[config.mk]
export PLATFORM = sky130hd
export DESIGN_NAME = spi_cmd_target
export DESIGN_NICKNAME = d
export VERILOG_FILES = /design/src/rtl/spi_cmd_pkg.sv /design/src/rtl/spi_target_shift.sv /design/src/rtl/spi_cmd_target.sv
export SDC_FILE = /design/constraint.sdc
export NUM_CORES = 1
export LEC_CHECK = 0
export ABC_AREA = 1
export BUFFER_PORTS_ARGS = -buffer_cell sky130_fd_sc_hd__buf_2
export CORE_MARGIN = 2
export CORE_UTILIZATION = 25
export DETAILED_ROUTE_END_ITERATION = 12
export MAX_ROUTING_LAYER = met4
export SETUP_SLACK_MARGIN = 0.3
export SLEW_MARGIN = 10
export SYNTH_ARGS = -nofsm -noshare
export SYNTH_HDL_FRONTEND = slang
export SYNTH_SLANG_ARGS = --single-unit
export TNS_END_PERCENT = 5
[constraint.sdc]
create_clock -name clk_sys_i -period 2 [get_ports clk_sys_i]
set_clock_uncertainty 0.1 [all_clocks]
set_input_delay 0.5 -clock clk_sys_i [delete_from_list [all_inputs] [get_ports clk_sys_i]]
set_output_delay 0.5 -clock clk_sys_i [all_outputs]
set_load 0.02 [all_outputs]
[src/rtl/spi_cmd_pkg.sv]
// Shared types and constants for the SPI command target.
//   SPI_ADDR_WIDTH  : bus address width (A16..A0)
//   CMD_READ_BIT    : command-byte bit selecting read (1) or write (0)
//   CMD_A16_BIT     : command-byte bit carrying address bit 16
//   spi_cmd_state_t : transaction decode states
package spi_cmd_pkg;

    localparam int unsigned SPI_ADDR_WIDTH = 17;
    localparam int unsigned CMD_READ_BIT   = 7;
    localparam int unsigned CMD_A16_BIT    = 0;

    typedef enum logic [2:0] {
        ST_IDLE,
        ST_CMD,
        ST_ADDR_HI,
        ST_ADDR_LO,
        ST_WR_DATA,
        ST_RD_TURN,
        ST_RD_DATA
    } spi_cmd_state_t;

endpackage

[src/rtl/spi_target_shift.sv]
// SPI mode-0 target bit engine: synchronizes the pad signals into clk_i,
// detects SCK/CS edges, assembles MOSI bytes and shifts MISO bytes out.
//   clk_i, reset_i : system clock, synchronous active-high reset
//   sck_i, cs_ni, rx_i : asynchronous SPI pad inputs
//   tx_o           : MISO (MSB of the tx shifter)
//   tx_byte_i      : byte loaded into the tx shifter at each byte boundary
//   byte_valid_o   : one-cycle pulse, rx_byte_o holds the completed byte
//   tx_load_o      : one-cycle pulse, a byte boundary load just happened
//   cs_active_o    : synchronized /CS is low
//   cs_fall_o      : one-cycle pulse on synchronized /CS falling edge
module spi_target_shift
    import spi_cmd_pkg::*;
(
    input  logic       clk_i,
    input  logic       reset_i,
    input  logic       sck_i,
    input  logic       cs_ni,
    input  logic       rx_i,
    input  logic [7:0] tx_byte_i,
    output logic       tx_o,
    output logic       byte_valid_o,
    output logic [7:0] rx_byte_o,
    output logic       tx_load_o,
    output logic       cs_active_o,
    output logic       cs_fall_o
);

    // [0],[1] synchronizer stages, [2] previous value for edge detection
    logic [2:0] sck_q;
    logic [2:0] cs_q;
    logic [1:0] rx_q;

    logic       armed_q;
    logic       pend_q;
    logic [2:0] bit_cnt_q;
    logic [7:0] rx_sr_q;
    logic [7:0] tx_sr_q;
    logic [7:0] rx_byte_q;
    logic       byte_valid_q;
    logic       tx_load_q;
    logic       cs_fall_q;

    logic sck_rise;
    logic sck_fall;
    logic cs_fall;
    logic [7:0] rx_shifted;

    assign sck_rise   = sck_q[1] & ~sck_q[2];
    assign sck_fall   = ~sck_q[1] & sck_q[2];
    assign cs_fall    = cs_q[2] & ~cs_q[1];
    assign rx_shifted = {rx_sr_q[6:0], rx_q[1]};

    // /CS syncs reset low so that a /CS held low across reset never looks
    // like a fresh falling edge; a new transaction needs /CS high first.
    always_ff @(posedge clk_i) begin
        if (reset_i) begin
            sck_q        <= '0;
            cs_q         <= '0;
            rx_q         <= '0;
            armed_q      <= 1'b0;
            pend_q       <= 1'b0;
            bit_cnt_q    <= '0;
            rx_sr_q      <= '0;
            tx_sr_q      <= '0;
            rx_byte_q    <= '0;
            byte_valid_q <= 1'b0;
            tx_load_q    <= 1'b0;
            cs_fall_q    <= 1'b0;
        end else begin
            sck_q        <= {sck_q[1:0], sck_i};
            cs_q         <= {cs_q[1:0], cs_ni};
            rx_q         <= {rx_q[0], rx_i};
            byte_valid_q <= 1'b0;
            tx_load_q    <= 1'b0;
            cs_fall_q    <= cs_fall;

            if (!armed_q || cs_q[1]) begin
                // Idle or /CS high: drop any partial byte, MISO shifter = 0x00
                armed_q   <= cs_fall;
                pend_q    <= 1'b0;
                bit_cnt_q <= '0;
                rx_sr_q   <= '0;
                tx_sr_q   <= '0;
            end else begin
                if (sck_rise) begin
                    rx_sr_q   <= rx_shifted;
                    bit_cnt_q <= bit_cnt_q + 3'd1;
                    if (bit_cnt_q == 3'd7) begin
                        rx_byte_q    <= rx_shifted;
                        byte_valid_q <= 1'b1;
                        pend_q       <= 1'b1;
                    end
                end
                // First falling edge after a completed byte is the boundary
                if (sck_fall) begin
                    if (pend_q) begin
                        tx_sr_q   <= tx_byte_i;
                        pend_q    <= 1'b0;
                        tx_load_q <= 1'b1;
                    end else begin
                        tx_sr_q <= {tx_sr_q[6:0], 1'b0};
                    end
                end
            end
        end
    end

    assign tx_o         = tx_sr_q[7];
    assign byte_valid_o = byte_valid_q;
    assign rx_byte_o    = rx_byte_q;
    assign tx_load_o    = tx_load_q;
    assign cs_active_o  = ~cs_q[1];
    assign cs_fall_o    = cs_fall_q;

endmodule

[src/rtl/spi_cmd_target.sv]
// SPI command target: decodes CMD / ADDR_HI / ADDR_LO / data bytes into
// single-byte bus read/write requests with auto-incrementing address.
//   clk_sys_i, reset_i          : system clock, synchronous active-high reset
//   spi_sck_i, spi_cs_ni,
//   spi_rx_i, spi_tx_o          : SPI mode-0 pads
//   addr_o, data_o, we_o, req_o : bus request, held until ack_i
//   ack_i, data_i               : bus completion pulse and read data
//   err_o                       : sticky overrun / timeout flag
module spi_cmd_target
    import spi_cmd_pkg::*;
#(
    parameter int unsigned ADDR_WIDTH  = SPI_ADDR_WIDTH,
    parameter int unsigned ACK_TIMEOUT = 12
) (
    input  logic                  clk_sys_i,
    input  logic                  reset_i,
    input  logic                  spi_sck_i,
    input  logic                  spi_cs_ni,
    input  logic                  spi_rx_i,
    output logic                  spi_tx_o,
    output logic [ADDR_WIDTH-1:0] addr_o,
    output logic [7:0]            data_o,
    output logic                  we_o,
    output logic                  req_o,
    input  logic                  ack_i,
    input  logic [7:0]            data_i,
    output logic                  err_o
);

    localparam int unsigned TMO_W = $clog2(ACK_TIMEOUT + 1);

    logic       byte_valid;
    logic [7:0] rx_byte;
    logic       tx_load;
    logic       cs_active;
    logic       cs_fall;
    logic [7:0] tx_byte_c;

    spi_cmd_state_t state_q, state_d;
    logic [ADDR_WIDTH-1:0] addr_q, addr_d;
    logic [ADDR_WIDTH-1:0] req_addr_q, req_addr_d;
    logic [ADDR_WIDTH-1:0] addr_next;
    logic [ADDR_WIDTH-1:0] addr_full;
    logic [7:0]            data_q, data_d;
    logic                  we_q, we_d;
    logic                  req_q, req_d;
    logic                  err_q, err_d;
    logic [7:0]            hold_q, hold_d;
    logic                  rd_q, rd_d;
    logic                  a16_q, a16_d;
    logic [7:0]            ahi_q, ahi_d;
    logic [TMO_W-1:0]      tmo_q, tmo_d;

    spi_target_shift u_shift (
        .clk_i        (clk_sys_i),
        .reset_i      (reset_i),
        .sck_i        (spi_sck_i),
        .cs_ni        (spi_cs_ni),
        .rx_i         (spi_rx_i),
        .tx_byte_i    (tx_byte_c),
        .tx_o         (spi_tx_o),
        .byte_valid_o (byte_valid),
        .rx_byte_o    (rx_byte),
        .tx_load_o    (tx_load),
        .cs_active_o  (cs_active),
        .cs_fall_o    (cs_fall)
    );

    // Outside RD_DATA every boundary (command, address, dummy) sends 0x00
    assign tx_byte_c = (state_q == ST_RD_DATA) ? hold_q : 8'h00;
    assign addr_next = ADDR_WIDTH'(addr_q + ADDR_WIDTH'(1));
    assign addr_full = ADDR_WIDTH'({a16_q, ahi_q, rx_byte});

    always_ff @(posedge clk_sys_i) begin
        if (reset_i) begin
            state_q    <= ST_IDLE;
            addr_q     <= '0;
            req_addr_q <= '0;
            data_q     <= '0;
            we_q       <= 1'b0;
            req_q      <= 1'b0;
            err_q      <= 1'b0;
            hold_q     <= '0;
            rd_q       <= 1'b0;
            a16_q      <= 1'b0;
            ahi_q      <= '0;
            tmo_q      <= '0;
        end else begin
            state_q    <= state_d;
            addr_q     <= addr_d;
            req_addr_q <= req_addr_d;
            data_q     <= data_d;
            we_q       <= we_d;
            req_q      <= req_d;
            err_q      <= err_d;
            hold_q     <= hold_d;
            rd_q       <= rd_d;
            a16_q      <= a16_d;
            ahi_q      <= ahi_d;
            tmo_q      <= tmo_d;
        end
    end

    // Decode FSM, request handshake, overrun and timeout detection
    always_comb begin
        state_d    = state_q;
        addr_d     = addr_q;
        req_addr_d = req_addr_q;
        data_d     = data_q;
        we_d       = we_q;
        req_d      = req_q;
        err_d      = err_q;
        hold_d     = hold_q;
        rd_d       = rd_q;
        a16_d      = a16_q;
        ahi_d      = ahi_q;
        tmo_d      = '0;

        // Outstanding request: completes on ack, never cancelled by /CS
        if (req_q) begin
            tmo_d = tmo_q;
            if (ack_i) begin
                req_d = 1'b0;
                if (!we_q) begin
                    hold_d = data_i;
                end
            end else if (tmo_q == TMO_W'(ACK_TIMEOUT - 1)) begin
                err_d = 1'b1;
            end else begin
                tmo_d = TMO_W'(tmo_q + TMO_W'(1));
            end
        end

        // /CS high overrides any byte completing in the same cycle
        if (!cs_active) begin
            state_d = ST_IDLE;
        end else begin
            unique case (state_q)
                ST_IDLE: begin
                    if (cs_fall) begin
                        state_d = ST_CMD;
                    end
                end
                ST_CMD: begin
                    if (byte_valid) begin
                        rd_d    = rx_byte[CMD_READ_BIT];
                        a16_d   = rx_byte[CMD_A16_BIT];
                        state_d = ST_ADDR_HI;
                    end
                end
                ST_ADDR_HI: begin
                    if (byte_valid) begin
                        ahi_d   = rx_byte;
                        state_d = ST_ADDR_LO;
                    end
                end
                ST_ADDR_LO: begin
                    if (byte_valid) begin
                        addr_d = addr_full;
                        if (rd_q) begin
                            state_d = ST_RD_TURN;
                            if (req_q) begin
                                err_d = 1'b1;
                            end else begin
                                req_d      = 1'b1;
                                we_d       = 1'b0;
                                req_addr_d = addr_full;
                            end
                        end else begin
                            state_d = ST_WR_DATA;
                        end
                    end
                end
                ST_WR_DATA: begin
                    if (byte_valid) begin
                        if (req_q) begin
                            err_d = 1'b1;
                        end else begin
                            req_d      = 1'b1;
                            we_d       = 1'b1;
                            data_d     = rx_byte;
                            req_addr_d = addr_q;
                            addr_d     = addr_next;
                        end
                    end
                end
                ST_RD_TURN: begin
                    if (byte_valid) begin
                        state_d = ST_RD_DATA;
                    end
                end
                ST_RD_DATA: begin
                    // Holding data already went to the shifter; prefetch next
                    if (tx_load) begin
                        if (req_q) begin
                            err_d = 1'b1;
                        end else begin
                            req_d      = 1'b1;
                            we_d       = 1'b0;
                            req_addr_d = addr_next;
                            addr_d     = addr_next;
                        end
                    end
                end
                default: begin
                    state_d = ST_IDLE;
                end
            endcase
        end
    end

    assign addr_o = req_addr_q;
    assign data_o = data_q;
    assign we_o   = we_q;
    assign req_o  = req_q;
    assign err_o  = err_q;

endmodule

### Word-level counts from Yosys, hierarchy flattened

Cells that the tools add are included.

| storage, ports and cells | value |
|---|---|
| bits in registers | 109 |
| input bits | 14 |
| output and inout bits | 29 |
| logic and storage cells | 134 |

| cells by class | value |
|---|---|
| bitwise logic cells | 14 |
| equal/unequal tests | 19 |
| reduce and logical (&&, ||, !) cells | 20 |
| muxes and demuxes | 54 |
| add/subtract/negate cells | 3 |

Operators by type and width:

| operator | count |
|---|---|
| 2-to-1 mux 17 bit | 11 |
| one-hot mux 17 bit (3 select lines) | 2 |
| 2-to-1 mux 1 bit | 30 |
| one-hot mux 3 bit (6 select lines) | 1 |
| adder 17 x 1 -> 17 bit (second input constant) | 1 |
| 2-to-1 mux 8 bit | 2 |
| 2-to-1 mux 3 bit | 5 |
| != test 2 x 1 -> 1 bit (second input constant) | 7 |
| equality test 3 bit (second input constant) | 4 |
| AND reduction 3 bit | 4 |
| inverter 1 bit | 11 |
| one-hot mux 1 bit (3 select lines) | 3 |
| AND reduction 9 bit | 1 |
| != test 2 bit (second input constant) | 4 |
| OR reduction 2 bit | 4 |
| AND reduction 7 bit | 1 |
| equality test 3 x 2 -> 1 bit (second input constant) | 2 |
| AND reduction 6 bit | 1 |
| OR reduction 3 bit | 2 |
| AND reduction 5 bit | 1 |
| adder 4 x 1 -> 4 bit (second input constant) | 1 |
| equality test 4 bit (second input constant) | 1 |
| AND reduction 4 bit | 1 |
| adder 3 x 1 -> 3 bit (second input constant) | 1 |
| 7 further kinds | 9 |

### Logic depth before layout (Yosys ltp)

| depth | value |
|---|---|
| depth after elaboration | 9 |
| gate-level depth with buffers | 11 |
| gate-level depth less buffers | 10 |

### By module

Synthesis repeated with hierarchy kept, for this count alone.

| unflattened totals | value |
|---|---|
| cell total of the unflattened synthesis | 789 |
| area total of the unflattened synthesis | 5250.0 µm² |

By module, submodules not included:

| module | times used | area an instance (µm²) | seq. area each (µm²) | cells each |
|---|---|---|---|---|
| spi_cmd_target | 1 | 3818.7 | 1401.3 | 607 |
| spi_target_shift | 1 | 1431.4 | 780.7 | 182 |

### Worst setup path before layout

Ideal clock, no wire load.

| timing | value |
|---|---|
| path kind | register to register |
| start | register addr_q[1] |
| end | register req_addr_q[16], in the netlist addr_o[16] |
| buffers on the path | 0 |
| path slack | 0.384 ns |
| setup time | 0.064 ns |
| required time | 1.836 ns |
| clock period less this slack | 1.616 ns |
| stages on the path, launching flop included | 10 |
| arrival | 1.452 ns |
| path through | dfxtp_1 ha_1 nand2_1 nor2_1 nand2_1 o21ai_0 nand2_1 nor2_1 nor2_1 nor2_1 |

| between the ends | value |
|---|---|
| word-level cells in the longest chain between the ends | 4 |

Ends and longest elaborated chain:

| what | RTL line | source |
|---|---|---|
| start: declaration | spi_cmd_target.sv:40 | `logic [ADDR_WIDTH-1:0] addr_q, addr_d;` |
| start signal: assignment | spi_cmd_target.sv:90 | `addr_q <= addr_d;` |
| adder 17 x 1 -> 17 bit | spi_cmd_target.sv:71 | `assign addr_next = ADDR_WIDTH'(addr_q + ADDR_WIDTH'(1));` |
| 2-to-1 mux 17 bit | spi_cmd_target.sv:195 | `if (req_q) begin` |
| 2-to-1 mux 17 bit | spi_cmd_target.sv:194 | `if (tx_load) begin` |
| one-hot mux 17 bit (3 select lines) | spi_cmd_target.sv:138 | `unique case (state_q)` |
| end signal: assignment | spi_cmd_target.sv:91 | `req_addr_q <= req_addr_d;` |
| end: declaration | spi_cmd_target.sv:41 | `logic [ADDR_WIDTH-1:0] req_addr_q, req_addr_d;` |

No other way between the ends. The select of a mux whose other input is x is not followed.
A chain may end at the register's enable or synchronous reset.

### Worst setup path after layout

| timing | value |
|---|---|
| start | register state_q[2] |
| end | register addr_q[15] |

| between the ends | value |
|---|---|
| word-level cells in the longest chain between the ends | 3 |
| elaborated cells on any way between the ends | 9 |
| classes of those cells | 6 x eq/ne; 1 x mux; 2 x reduce/logical |

Ends and longest elaborated chain:

| what | RTL line | source |
|---|---|---|
| start: declaration | spi_cmd_target.sv:39 | `spi_cmd_state_t state_q, state_d;` |
| start signal: assignment | spi_cmd_target.sv:89 | `state_q <= state_d;` |
| equality test 3 bit / equality test 3 x 2 -> 1 bit (equally long branches) | spi_cmd_target.sv:138 |  |
| != test 2 x 1 -> 1 bit (no line) / nonzero test 3 bit (equally long branches) | n/a |  |
| AND reduction 5 bit (no line) | n/a |  |

Parallel ways exist; a longest one is shown, timed or not.

==> impl_results.md <==
* DR vias/cell at 4.39
* Setup CP Type: flop to flop
* CTS tree: built
* Syn Nets at 792
* Die area at 0.0216 mm2
* P_int at 3340 uW
* Synthesized instance count at 774
* Initial Util at 0.254
* Initial antenna violation count at 0
* Clk sink count at 109
* Net Sw Power at 1150 uW
* Startpoint Class: flop
* Hold Path Origin: spi_sck_i
* Number of synthesized register bits at 109
* Count leader, synth: nand2_1
* Hold path cells at 3
* Clock-pin transition on the worst setup and hold timing paths at 70 ps
* TNS Setup at 0 ps
* Post-synth EDFFs at 0
* Setup violators final at 0
* Hold Path End: u_shift.sck_q[0]$_SDFF_PP0_
* Net Sw Frac at 0.257
* Worst vdd rail ir drop at 465 uV
* CP Max Fanout at 8
* Area grow syn2layout at 19.9%
* Site row count at 52
* R2R Setup Slk at 350 ps
* Final #Nets at 846
* Outcome: finished clean
* Register area share after synthesis at 0.426
* Vias in the first global route at 4376
* Pre-Repair DR Iteration Count at 9
* Max-cap viol count at 0
* Filler Cell Count at 2229
* Iter 0 DRT Violations at 395
* CP endpoint kind: flop
* Clock Latency Late Sink at 360 ps
* Die extent in x at 147 um
* Routability cong. at 0.888
* Slew at the pin closest to its max-slew limit at 495 ps
* Final wirelength at 13.1 mm
* P_leak at 0.00257 uW
* Tcrit/Tclk final at 0.823
* Slowest stage delay, CP at 390 ps
* Io pins at 43
* Synth area leaders: dfxtp_1, nand2_1, nor2_1
* Largest net degree at the start of global routing at 54
* Drt wl/cell at 11.9 um
* Fin. Hold Viols at 0
* Port bufs at 42
* Worst Path Required at 2160 ps
* Post-synth top area share at 0.426
* Post-synth top area cell: dfxtp_1
* Top post-synthesis cells by count: nand2_1, nor2_1, dfxtp_1, inv_1, a21oi_1
* Min Clock Period, post-route at 1650 ps
* GR Util All Layers at 0.126
* Share of cells above drive strength 1 at 0.140
* Reg2reg start: state_q[2]$_SDFFE_PP0P_
* CTS Hold Buffers Added at 0
* Mapped Avg Cell Area at 6.61 um2
* Vias at 4843
* RR Endpoint: addr_q[15]$_SDFFE_PP0P_
* Slew margin rel. at 0.669
* Num CTS Buffers at 9
* Comb pwr share at 0.085
* Total power at 4490 uW
* Clk pwr share at 0.410
* Global-route wire length before repair at 21.5 mm
* Power share of the sequential group at 0.506
* Prevailing post-synth register cell: dfxtp_1
* Synth Cell Area at 0.00512 mm2
* Synth Warn # at 0
* Die height at 147 um
* Cell mode on critical path: nand2_1
* Grt ovf at 0
* Critical Path AT at 1810 ps
* Crit-path cells: buf_4, nor2_4, nand2_1, nand2_1, nor2_4, nand2_8, buf_4, nor2_1, nand2_1, nand2_1, inv_1
* Detailed Place HPWL at 9.40 mm
* Footprint of the multi-input gates at 0.00250 mm2
* # DRC at 0
* Core Area at 0.0202 mm2
* Diodes inserted at 0
* FMAX at 0.608 GHz
* Slowest CP cell: dfxtp_4
* Routed Antenna Nets at 0
* R2R cell count at 11
* Max-slew violation count at 0
* Synth cell types at 26
* Power Density at 732 mW/mm2
* Asr flop ratio synth at 0
* Max clock buf depth at 2
* RSZ-0062 raised after global routing: yes
* Root buffer cell: clkbuf_16
* Reg area at 0.00220 mm2
* Worst min-delay path class: input pin to flop
* CTS H-Tree Depth at 3
==> worst max-delay path, delay by kind of cell (launching register included) <==
kind          cells  cell delay, ps
simple gates      8             700
flops             1             390
buf+inv           3             370
==> timing repair <==
item / CTS / global route
gates resized for setup: 1 / 31
setup endpoints to repair: 29 / 57
setup buffers: 0 / 5
pin swaps: 0 / 4
hold endpoints to repair: 0 / 0
==> layout make-up <==
| cell class | instances | area share |
|---|---|---|
| Timing Repair Buffer | 72 | 0.0736 |
| Clock inverter | 6 | 0.0112 |
| Inverter | 92 | 0.0575 |
| Clock buffer | 10 | 0.0373 |
| Tap cell | 270 | 0.0550 |
| Sequential cell | 109 | 0.359 |
| Multi-Input combinational cell | 544 | 0.407 |
==> logic make-up after synthesis <==
logic type | share of synthesized area
xor gates and xnor gates | 0.00171
buffers and inverters | 0.0985
AOI/OAI and AO/OA | 0.141
adders and majority gates | 0.00978
DFF | 0.426
and+or+nand+nor | 0.323
==> how the worst max path moves through the flow <==
stage / from / end / slack [ps]
5_1_grt: state_q[2]$_SDFFE_PP0P_ / addr_q[15]$_SDFFE_PP0P_ / 270
6_report: state_q[2]$_SDFFE_PP0P_ / addr_q[15]$_SDFFE_PP0P_ / 350
4_1_cts: addr_q[1]$_SDFFE_PP0P_ / addr_o[16]$_SDFFE_PP0P_ / 240
3_5_place_dp: state_q[1]$_SDFFE_PP0P_ / u_shift.tx_sr_q[6]$_SDFFE_PP0P_ / 120
3_3_place_gp: state_q[0]$_SDFFE_PP0P_ / addr_o[3]$_SDFFE_PP0P_ / 130
2_1_floorplan: addr_q[1]$_SDFFE_PP0P_ / addr_o[16]$_SDFFE_PP0P_ / 380
==> metal layers <==
| layer | track usage | vias up | part of all wire |
|---|---|---|---|
| met5 | - | - | 0 |
| met4 | 0.0409 | 0 | 0.015 |
| met3 | 0.0236 | 14 | 0.038 |
| met2 | 0.197 | 82 | 0.46 |
| met1 | 0.166 | 2176 | 0.49 |
| li1 | - | 2571 | - |
==> placed cells by master (no fill, tap or decap), drive strengths merged <==
cell	instances
nand3b	3
buf	72
xnor2	1
nand3	63
o21ai	63
o211ai	1
bufinv	1
clkbuf	10
ha	4
nor3	1
inv	92
nor2	134
nand2	187
dfxtp	109
nand4	9
o21a	1
clkinv	5
a21oi	77
==> state kept, by name, indices dropped and copies added, names as in the netlist, 2 cells and up <==
name	cells
addr_o	17
addr_q	17
ahi_q	8
data_o	8
hold_q	8
u_shift.rx_byte_o	8
u_shift.tx_sr_q	8
u_shift.rx_sr_q	7
tmo_q	4
state_q	3
u_shift.bit_cnt_q	3
u_shift.cs_q	3
u_shift.sck_q	3
u_shift.rx_q	2
==> power by group through the flow <==
stage	combinational (uW)	clock, uW	sequential [uW]
3_5_place_dp	362	0	2320
6_report	380	1840	2270
2_1_floorplan	253	0	2320
3_3_place_gp	360	0	2310
4_1_cts	365	1900	2260
5_1_grt	430	1970	2280
==> stage by stage <==
| step | setup slack (ps) | hold WS, ps | instances | area [um2] | utilization |
|---|---|---|---|---|---|
| 2_1_floorplan | 384 | 288 | 774 | 5120 | - |
| 3_3_place_gp | 134 | 294 | 1082 | 5710 | 0.283 |
| 3_5_place_dp | 120 | 292 | 1082 | 5710 | 0.283 |
| 4_1_cts | 241 | 228 | 1098 | 6010 | 0.298 |
| 5_1_grt | 268 | 236 | 1103 | 6140 | 0.304 |
| 6_report | 354 | 239 | 1103 | 6140 | 0.304 |
Note: power is estimated with default switching activity, not from simulation.
